**config.mk**
```make
export PLATFORM = sky130hd
export DESIGN_NAME = seq_alu
export DESIGN_NICKNAME = d
export VERILOG_FILES = /design/src/rtl/alu_pkg.sv /design/src/rtl/seq_mul.sv /design/src/rtl/seq_alu.sv
export SDC_FILE = /design/constraint.sdc
export NUM_CORES = 1
export LEC_CHECK = 0
export ABC_AREA = 0
export CORE_ASPECT_RATIO = 2
export CORE_UTILIZATION = 53
export CTS_BUF_LIST = sky130_fd_sc_hd__clkbuf_16
export CTS_CLUSTER_SIZE = 25
export DETAILED_ROUTE_END_ITERATION = 7
export GPL_ROUTABILITY_DRIVEN = 1
export PLACE_DENSITY_LB_ADDON = 0.12
export SYNTH_ARGS = -nofsm -noshare
export SYNTH_HDL_FRONTEND = slang
export SYNTH_HIERARCHICAL = 1
export SYNTH_SLANG_ARGS = --single-unit
```
**constraint.sdc**
```tcl
create_clock -name clk -period 2.1 [get_ports clk]
set_clock_uncertainty 0.05 [all_clocks]
set_input_delay 0.21 -clock clk [delete_from_list [all_inputs] [get_ports clk]]
set_output_delay 0.21 -clock clk [all_outputs]
set_load 0.05 [all_outputs]
```
**src/rtl/alu_pkg.sv**
```systemverilog
// Shared definitions for the sequential ALU: opcodes, controller states and
// the bit positions of the {C,V,N,Z} flag vector.
package alu_pkg;

    typedef enum logic [3:0] {
        OP_ADD = 4'd0,
        OP_SUB = 4'd1,
        OP_CMP = 4'd2,
        OP_AND = 4'd3,
        OP_OR  = 4'd4,
        OP_XOR = 4'd5,
        OP_SHL = 4'd6,
        OP_SHR = 4'd7,
        OP_MUL = 4'd8
    } op_e;

    typedef enum logic [1:0] {
        ST_IDLE = 2'd0,
        ST_EXEC = 2'd1,
        ST_DONE = 2'd2
    } state_e;

    localparam int FLAG_C = 3;
    localparam int FLAG_V = 2;
    localparam int FLAG_N = 1;
    localparam int FLAG_Z = 0;

    function automatic logic op_is_shift(input logic [3:0] op_i);
        return (op_i == OP_SHL) || (op_i == OP_SHR);
    endfunction

endpackage

```
**src/rtl/seq_mul.sv**
```systemverilog
// Unsigned shift-add multiplier: one partial-product step per cycle for WIDTH
// cycles. o_done flags the final step, and o_lo/o_hi carry that step's result.
module seq_mul #(
    parameter int WIDTH = 8
) (
    input  logic             clk,
    input  logic             rst,
    input  logic             i_start,
    input  logic [WIDTH-1:0] i_a,
    input  logic [WIDTH-1:0] i_b,
    output logic             o_done,
    output logic [WIDTH-1:0] o_lo,
    output logic [WIDTH-1:0] o_hi
);
    localparam int CW = $clog2(WIDTH + 1);

    logic             r_busy;
    logic [CW-1:0]    r_cnt;
    logic [WIDTH-1:0] r_mcand;
    logic [WIDTH-1:0] r_hi;
    logic [WIDTH-1:0] r_lo;
    logic [WIDTH:0]   w_sum;
    logic [WIDTH-1:0] w_hi_next;
    logic [WIDTH-1:0] w_lo_next;

    // The multiplier occupies the low half and is consumed LSB-first as the product shifts in.
    always_comb begin
        if (r_lo[0]) begin
            w_sum = {1'b0, r_hi} + {1'b0, r_mcand};
        end else begin
            w_sum = {1'b0, r_hi};
        end
        w_hi_next = w_sum[WIDTH:1];
        w_lo_next = {w_sum[0], r_lo[WIDTH-1:1]};
    end

    assign o_done = r_busy && (r_cnt == CW'(1));
    assign o_lo   = w_lo_next;
    assign o_hi   = w_hi_next;

    // Operand load on start, then one shift-add step per cycle while busy.
    always_ff @(posedge clk) begin
        if (rst) begin
            r_busy  <= 1'b0;
            r_cnt   <= '0;
            r_mcand <= '0;
            r_hi    <= '0;
            r_lo    <= '0;
        end else if (i_start) begin
            r_busy  <= 1'b1;
            r_cnt   <= CW'(WIDTH);
            r_mcand <= i_a;
            r_hi    <= '0;
            r_lo    <= i_b;
        end else if (r_busy) begin
            r_hi  <= w_hi_next;
            r_lo  <= w_lo_next;
            r_cnt <= r_cnt - CW'(1);
            if (r_cnt == CW'(1)) begin
                r_busy <= 1'b0;
            end
        end
    end

endmodule

```
**src/rtl/seq_alu.sv**
```systemverilog
// Sequential ALU: single-cycle arithmetic/logic ops, bit-serial shifts and a
// shift-add multiplier behind a valid/ready request and result handshake.
module seq_alu
    import alu_pkg::*;
#(
    parameter int WIDTH = 8
) (
    input  logic             clk,
    input  logic             rst,
    input  logic             in_valid,
    output logic             in_ready,
    input  logic [3:0]       op,
    input  logic [WIDTH-1:0] acc,
    input  logic [WIDTH-1:0] bus,
    output logic             out_valid,
    input  logic             out_ready,
    output logic [WIDTH-1:0] z,
    output logic [WIDTH-1:0] z_hi,
    output logic [3:0]       flags,
    output logic             err
);
    localparam int SHW = $clog2(WIDTH);
    localparam int MSB = WIDTH - 1;

    state_e           r_state;
    logic [3:0]       r_op;
    logic [WIDTH-1:0] r_work;
    logic [SHW-1:0]   r_cnt;
    logic [WIDTH-1:0] r_z;
    logic [WIDTH-1:0] r_zhi;
    logic [3:0]       r_flags;
    logic             r_err;

    logic             w_accept;
    logic [SHW-1:0]   w_shamt;
    logic [WIDTH:0]   w_sum;
    logic [WIDTH:0]   w_diff;
    logic [WIDTH-1:0] w_res;
    logic             w_c;
    logic             w_v;
    logic             w_err;
    logic [3:0]       w_flags;
    logic [WIDTH-1:0] w_sh_next;
    logic             w_sh_out;
    logic [3:0]       w_sh_flags;
    logic             w_mul_start;
    logic             w_mul_done;
    logic [WIDTH-1:0] w_mul_lo;
    logic [WIDTH-1:0] w_mul_hi;
    logic [3:0]       w_mul_flags;

    assign in_ready    = (r_state == ST_IDLE) && !rst;
    assign out_valid   = (r_state == ST_DONE);
    assign z           = r_z;
    assign z_hi        = r_zhi;
    assign flags       = r_flags;
    assign err         = r_err;
    assign w_accept    = in_valid && in_ready;
    assign w_shamt     = bus[SHW-1:0];
    assign w_sum       = {1'b0, acc} + {1'b0, bus};
    assign w_diff      = {1'b0, acc} - {1'b0, bus};
    assign w_mul_start = w_accept && (op == OP_MUL);

    seq_mul #(.WIDTH(WIDTH)) u_mul (
        .clk     (clk),
        .rst     (rst),
        .i_start (w_mul_start),
        .i_a     (acc),
        .i_b     (bus),
        .o_done  (w_mul_done),
        .o_lo    (w_mul_lo),
        .o_hi    (w_mul_hi)
    );

    // Single-cycle result and flags, evaluated on the live request operands.
    always_comb begin
        w_res   = '0;
        w_c     = 1'b0;
        w_v     = 1'b0;
        w_err   = 1'b0;
        w_flags = 4'b0000;
        case (op)
            OP_ADD: begin
                w_res = w_sum[MSB:0];
                w_c   = w_sum[WIDTH];
                w_v   = (acc[MSB] == bus[MSB]) && (w_sum[MSB] != acc[MSB]);
            end
            OP_SUB, OP_CMP: begin
                w_res = (op == OP_CMP) ? '0 : w_diff[MSB:0];
                w_c   = w_diff[WIDTH];
                w_v   = (acc[MSB] != bus[MSB]) && (w_diff[MSB] != acc[MSB]);
            end
            OP_AND:         w_res = acc & bus;
            OP_OR:          w_res = acc | bus;
            OP_XOR:         w_res = acc ^ bus;
            OP_SHL, OP_SHR: w_res = acc;
            OP_MUL:         w_res = '0;
            default:        w_err = 1'b1;
        endcase
        if (w_err) begin
            w_flags = 4'b0000;
        end else if (op == OP_CMP) begin
            w_flags[FLAG_C] = w_c;
            w_flags[FLAG_V] = w_v;
            w_flags[FLAG_N] = w_diff[MSB];
            w_flags[FLAG_Z] = (acc == bus);
        end else begin
            w_flags[FLAG_C] = w_c;
            w_flags[FLAG_V] = w_v;
            w_flags[FLAG_N] = w_res[MSB];
            w_flags[FLAG_Z] = (w_res == '0);
        end
    end

    // Next shift step and the flags of the shift and multiply completions.
    always_comb begin
        if (r_op == OP_SHL) begin
            w_sh_next = {r_work[MSB-1:0], 1'b0};
            w_sh_out  = r_work[MSB];
        end else begin
            w_sh_next = {1'b0, r_work[MSB:1]};
            w_sh_out  = r_work[0];
        end
        w_sh_flags          = 4'b0000;
        w_sh_flags[FLAG_C]  = w_sh_out;
        w_sh_flags[FLAG_N]  = w_sh_next[MSB];
        w_sh_flags[FLAG_Z]  = (w_sh_next == '0);
        w_mul_flags         = 4'b0000;
        w_mul_flags[FLAG_C] = (w_mul_hi != '0);
        w_mul_flags[FLAG_V] = (w_mul_hi != '0);
        w_mul_flags[FLAG_N] = w_mul_lo[MSB];
        w_mul_flags[FLAG_Z] = (w_mul_lo == '0);
    end

    // Controller FSM with registered results.
    always_ff @(posedge clk) begin
        if (rst) begin
            r_state <= ST_IDLE;
            r_op    <= 4'd0;
            r_work  <= '0;
            r_cnt   <= '0;
            r_z     <= '0;
            r_zhi   <= '0;
            r_flags <= 4'b0000;
            r_err   <= 1'b0;
        end else begin
            case (r_state)
                ST_IDLE: begin
                    if (w_accept) begin
                        r_op <= op;
                        if (op == OP_MUL) begin
                            r_state <= ST_EXEC;
                            r_err   <= 1'b0;
                        end else if (op_is_shift(op) && (w_shamt != '0)) begin
                            r_state <= ST_EXEC;
                            r_work  <= acc;
                            r_cnt   <= w_shamt;
                            r_err   <= 1'b0;
                        end else begin
                            r_state <= ST_DONE;
                            r_z     <= w_res;
                            r_zhi   <= '0;
                            r_flags <= w_flags;
                            r_err   <= w_err;
                        end
                    end
                end
                ST_EXEC: begin
                    if (r_op == OP_MUL) begin
                        if (w_mul_done) begin
                            r_state <= ST_DONE;
                            r_z     <= w_mul_lo;
                            r_zhi   <= w_mul_hi;
                            r_flags <= w_mul_flags;
                        end
                    end else begin
                        r_work <= w_sh_next;
                        r_cnt  <= r_cnt - SHW'(1);
                        if (r_cnt == SHW'(1)) begin
                            r_state <= ST_DONE;
                            r_z     <= w_sh_next;
                            r_zhi   <= '0;
                            r_flags <= w_sh_flags;
                        end
                    end
                end
                ST_DONE: begin
                    if (out_ready) begin
                        r_state <= ST_IDLE;
                    end
                end
                default: r_state <= ST_IDLE;
            endcase
        end
    end

endmodule

```
==> metrics.txt <==
# TYPE chip_impl_metric gauge
chip_impl_info{name="hp-start",value="bus[3]"} 1
chip_impl_metric{name="fin_nets",unit=""} 908
chip_impl_metric{name="reg2reg_slack",unit="ps"} -450
chip_impl_metric{name="switching_power",unit="mW"} 1.33
chip_impl_info{name="failed_checks",value="setup timing"} 1
chip_impl_metric{name="synthesis.yosys.warnings",unit=""} 6
chip_impl_metric{name="post_place_cell_area",unit="mm²"} 0.00677
chip_impl_info{name="rsz0062_at_grt",value="yes"} 1
chip_impl_metric{name="worst-endpoint-required",unit="ps"} 2280
chip_impl_metric{name="groute.usage.overall",unit=""} 0.407
chip_impl_metric{name="area_growth",unit="%"} 52.0
chip_impl_metric{name="largest_net_degree_at_the_start_of_global_routing",unit=""} 40
chip_impl_metric{name="critPathArrivalTime",unit="ps"} 2730
chip_impl_metric{name="compound_cell_area_share_of_the_yosys_netlist",unit=""} 0.218
chip_impl_info{name="terminus_of_the_critical_flop_to_flop_path",value="flags[2]"} 1
chip_impl_metric{name="die_area",unit="mm²"} 0.0101
chip_impl_metric{name="cts.path.max_buffers",unit=""} 2
chip_impl_metric{name="clk_pin_slew",unit="ps"} 60
chip_impl_metric{name="drt_first_pass_iters",unit=""} 6
chip_impl_metric{name="floorplan.initialDensity",unit=""} 0.545
chip_impl_metric{name="setup_slack_after_placement",unit="ps"} -856
chip_impl_info{name="worst_setup_path_end_kind",value="register"} 1
chip_impl_metric{name="power_density",unit="mW/mm²"} 518
chip_impl_metric{name="worst_slew_margin_rel",unit=""} 0.650
chip_impl_metric{name="final_cell_area",unit="mm²"} 0.00778
chip_impl_metric{name="fraction_of_the_mapped_netlist_area_in_adder_cells",unit=""} 0.0998
chip_impl_metric{name="synth-seq-area-share",unit=""} 0.262
chip_impl_metric{name="cell_depth_of_the_worst_flop_to_flop_path",unit=""} 13
chip_impl_metric{name="clock-sinks",unit=""} 67
chip_impl_info{name="outcome",value="finished with violations"} 1
chip_impl_metric{name="portBuffers",unit=""} 46
chip_impl_metric{name="route.detailed.vias_per_inst",unit=""} 6.32
chip_impl_metric{name="insertion_delay",unit="ps"} 330
chip_impl_metric{name="core_region_area",unit="mm²"} 0.00938
chip_impl_metric{name="power.internal",unit="mW"} 2.69
chip_impl_metric{name="num_io_pins",unit=""} 47
chip_impl_info{name="final_cell_mix",value="sky130_fd_sc_hd__buf_4, sky130_fd_sc_hd__nor2_1, sky130_fd_sc_hd__nand2_1"} 1
chip_impl_metric{name="ant_nets",unit=""} 0
chip_impl_metric{name="global_route.overflow_total",unit=""} 0
chip_impl_metric{name="postLayoutSetupSlackWorst",unit="ps"} -451
chip_impl_metric{name="synth-xor-area-share",unit=""} 0.0188
chip_impl_metric{name="route.vias.total",unit=""} 6019
chip_impl_metric{name="power.static_leakage",unit="nW"} 3.17
chip_impl_metric{name="first_global_vias",unit=""} 6144
chip_impl_info{name="ys.flop_type",value="sky130_fd_sc_hd__dfxtp_1"} 1
chip_impl_metric{name="asyncSetResetFlopFracSynth",unit=""} 0
chip_impl_info{name="layout.cells.most_common",value="sky130_fd_sc_hd__buf_4"} 1
chip_impl_metric{name="timing_max_transition_violations_final",unit=""} 0
chip_impl_metric{name="synth.avg_cell_area",unit="µm²"} 7.78
chip_impl_metric{name="drc_errors",unit=""} 0
chip_impl_info{name="cts-root-buf",value="sky130_fd_sc_hd__clkbuf_16"} 1
chip_impl_metric{name="dp.final_hpwl",unit="mm"} 14.6
chip_impl_metric{name="comb_power_share",unit=""} 0.327
chip_impl_metric{name="timing.hold.ws",unit="ps"} 225
chip_impl_metric{name="drt-initial-drc-count",unit=""} 476
chip_impl_metric{name="grt_pass1_wl",unit="mm"} 30.8
chip_impl_metric{name="fmaxAchievable",unit="MHz"} 392
chip_impl_metric{name="syn-instance-count",unit=""} 658
chip_impl_metric{name="cap_viol_max_count",unit=""} 0
chip_impl_metric{name="timing_worst_slew_pin_value",unit="ps"} 524
chip_impl_metric{name="placementRows",unit=""} 50
chip_impl_info{name="critical_path.reg2reg.startpoint",value="u_mul/r_hi[0]"} 1
chip_impl_info{name="timing.critical_path.from_type",value="register"} 1
chip_impl_metric{name="routed_wirelength",unit="mm"} 20.8
chip_impl_metric{name="weighted_congestion_reported_at_the_end_of_routability_driven_placement",unit=""} 1.02
chip_impl_info{name="min-delay-path-class",value="in -> reg"} 1
chip_impl_metric{name="report.final.hold_viol_count",unit=""} 0
chip_impl_metric{name="clock_power_share",unit=""} 0.334
chip_impl_metric{name="clock_tree.htree_level_count",unit=""} 3
chip_impl_metric{name="cts_hold_repair.buffers",unit=""} 0
chip_impl_metric{name="ys_seq_elements",unit=""} 67
chip_impl_metric{name="synth_simple_gate_area_frac",unit=""} 0.260
chip_impl_metric{name="floorplan.die.width",unit="µm"} 71.5
chip_impl_info{name="cts_tree",value="done"} 1
chip_impl_info{name="worstSetupPathType",value="reg -> reg"} 1
chip_impl_metric{name="hold_path_depth",unit=""} 4
chip_impl_metric{name="average_wire_length_per_cell_after_detail_routing",unit="µm"} 21.8
chip_impl_metric{name="muxShareOfSynthArea",unit=""} 0.0658
chip_impl_metric{name="dieHeight",unit="µm"} 141
chip_impl_metric{name="ir_worst_vdd",unit="mV"} 0.479
chip_impl_metric{name="number_of_failing_setup_endpoints_in_the_final_timing_report",unit=""} 4
chip_impl_info{name="synth_top_family_by_area",value="simple AND/OR/NAND/NOR gates"} 1
chip_impl_metric{name="synth_nets",unit=""} 721
chip_impl_metric{name="numCtsBuffers",unit=""} 9
chip_impl_metric{name="finalCriticalPeriod",unit="ps"} 2550
chip_impl_info{name="whs_endpoint",value="u_mul/r_lo[3]"} 1
chip_impl_metric{name="fraction_of_layout_cells_with_a_size_suffix_above_1",unit=""} 0.393
chip_impl_metric{name="synth_enable_flop_cells",unit=""} 0
chip_impl_metric{name="sequential_power_share",unit=""} 0.339
chip_impl_metric{name="cp_max_fo",unit=""} 2
chip_impl_metric{name="netSwitchingFraction",unit=""} 0.331
chip_impl_metric{name="synth_area",unit="mm²"} 0.00512
chip_impl_metric{name="grt_antenna_before_repair",unit=""} 1
chip_impl_metric{name="post_synth_num_cell_types",unit=""} 74
chip_impl_metric{name="layout_worst_path_cycle_share",unit=""} 1.21
chip_impl_metric{name="power",unit="mW"} 4.03
[per-layer routing]
metal  track usage  up-vias  part of all wire
met4         0.364        0              0.10
met3        0.0972      141             0.067
met2         0.740      310              0.52
met5        0.0265        -                 0
li1              -     2714                 -
met1         0.355     2854              0.31
[what timing repair did]
| action | in CTS | in global routing |
|---|---|---|
| pin swaps | 36 | 26 |
| buffers inserted | 10 | 8 |
| setup endpoints to repair | 32 | 29 |
| cloned | 0 | 1 |
| resized for setup | 112 | 75 |
[worst max-delay path by stage]
stage / depth (start not counted) / end / slack, ps / startpoint
2_1_floorplan: 12 / flags[3] / -160 / u_mul/r_hi[0]
3_3_place_gp: 10 / flags[2] / -810 / acc[1]
3_5_place_dp: 12 / flags[0] / -860 / acc[0]
4_1_cts: 13 / flags[2] / -380 / u_mul/r_hi[0]
5_1_grt: 13 / flags[2] / -520 / u_mul/r_mcand[0]
6_report: 13 / flags[2] / -450 / u_mul/r_hi[0]
[through the flow]
step / util / std cells / TNS, ps
final: 0.829 / 953 / -1080
after global routing: 0.829 / 952 / -1520
after CTS: 0.793 / 945 / -775
after detailed placement: 0.722 / 921 / -22680
after global placement: 0.722 / 921 / -21500
after floorplan: - / 658 / -235
[flip-flops by register name, indices dropped and copies added, names as in the netlist, 4 cells and up]
register and flops:
z_hi 8, u_mul/r_mcand 8, r_op 4, flags 4, z 8, u_mul/r_lo 8
r_work 8, u_mul/r_cnt 4, u_mul/r_hi 8
[kinds of logic after synthesis]
| family | count (synthesis) |
|---|---|
| adder cells (fa/ha/maj) | 39 |
| flip-flops | 67 |
| XOR/XNOR | 11 |
| multiplexers | 33 |
| AO/OA/AOI/OAI | 162 |
| buffers and inverters | 85 |
| AND/OR/NAND/NOR | 261 |
[power groups by stage]
stage | registers, mW | clock network (mW) | logic [mW]
5_1_grt | 1.37 | 1.41 | 1.39
4_1_cts | 1.36 | 1.35 | 1.18
6_report | 1.36 | 1.34 | 1.32
3_5_place_dp | 1.39 | 0 | 1.08
2_1_floorplan | 1.46 | 0 | 0.503
3_3_place_gp | 1.39 | 0 | 1.06
[cell type report]
cell class | count | area [µm²]
Sequential cell | 67 | 1350
Clock buffer | 9 | 225
Clock inverter | 5 | 32.5
Timing Repair Buffer | 226 | 1890
Antenna cell | 1 | 2.50
Fill cell | 599 | 1610
Inverter | 35 | 138
Multi-Input combinational cell | 506 | 4010
Tap cell | 104 | 130
[synth_stat cells, types with 10 or more instances]
cell type | number | area (µm²)
sky130_fd_sc_hd__nand3_1 | 24 | 120
sky130_fd_sc_hd__nor4_1 | 10 | 62.6
sky130_fd_sc_hd__nor2b_1 | 13 | 81.3
sky130_fd_sc_hd__inv_1 | 34 | 128
sky130_fd_sc_hd__clkbuf_1 | 16 | 60.1
sky130_fd_sc_hd__nor3_1 | 24 | 120
sky130_fd_sc_hd__a211oi_1 | 14 | 105
sky130_fd_sc_hd__dfxtp_1 | 67 | 1340
sky130_fd_sc_hd__o211ai_1 | 20 | 150
sky130_fd_sc_hd__ha_1 | 36 | 450
sky130_fd_sc_hd__a21oi_1 | 41 | 205
sky130_fd_sc_hd__mux2i_1 | 28 | 280
sky130_fd_sc_hd__o21ai_0 | 24 | 120
sky130_fd_sc_hd__buf_2 | 20 | 100
sky130_fd_sc_hd__nand2_1 | 61 | 229
sky130_fd_sc_hd__nor2_1 | 81 | 304
[critical path: stages, from the launching register on]
cell and delay, ps:
sky130_fd_sc_hd__dfxtp_2 340, sky130_fd_sc_hd__ha_4 170, sky130_fd_sc_hd__buf_6 110, sky130_fd_sc_hd__a211oi_2 230, sky130_fd_sc_hd__o21ai_2 110, sky130_fd_sc_hd__and4b_1 200, sky130_fd_sc_hd__nor3_2 260, sky130_fd_sc_hd__nor2_1 130
sky130_fd_sc_hd__nor4_2 280, sky130_fd_sc_hd__nand2_1 150, sky130_fd_sc_hd__buf_4 170, sky130_fd_sc_hd__nand3_2 70, sky130_fd_sc_hd__a21o_1 130, sky130_fd_sc_hd__o21ai_2 50
Power figures use the tool's default switching activity.
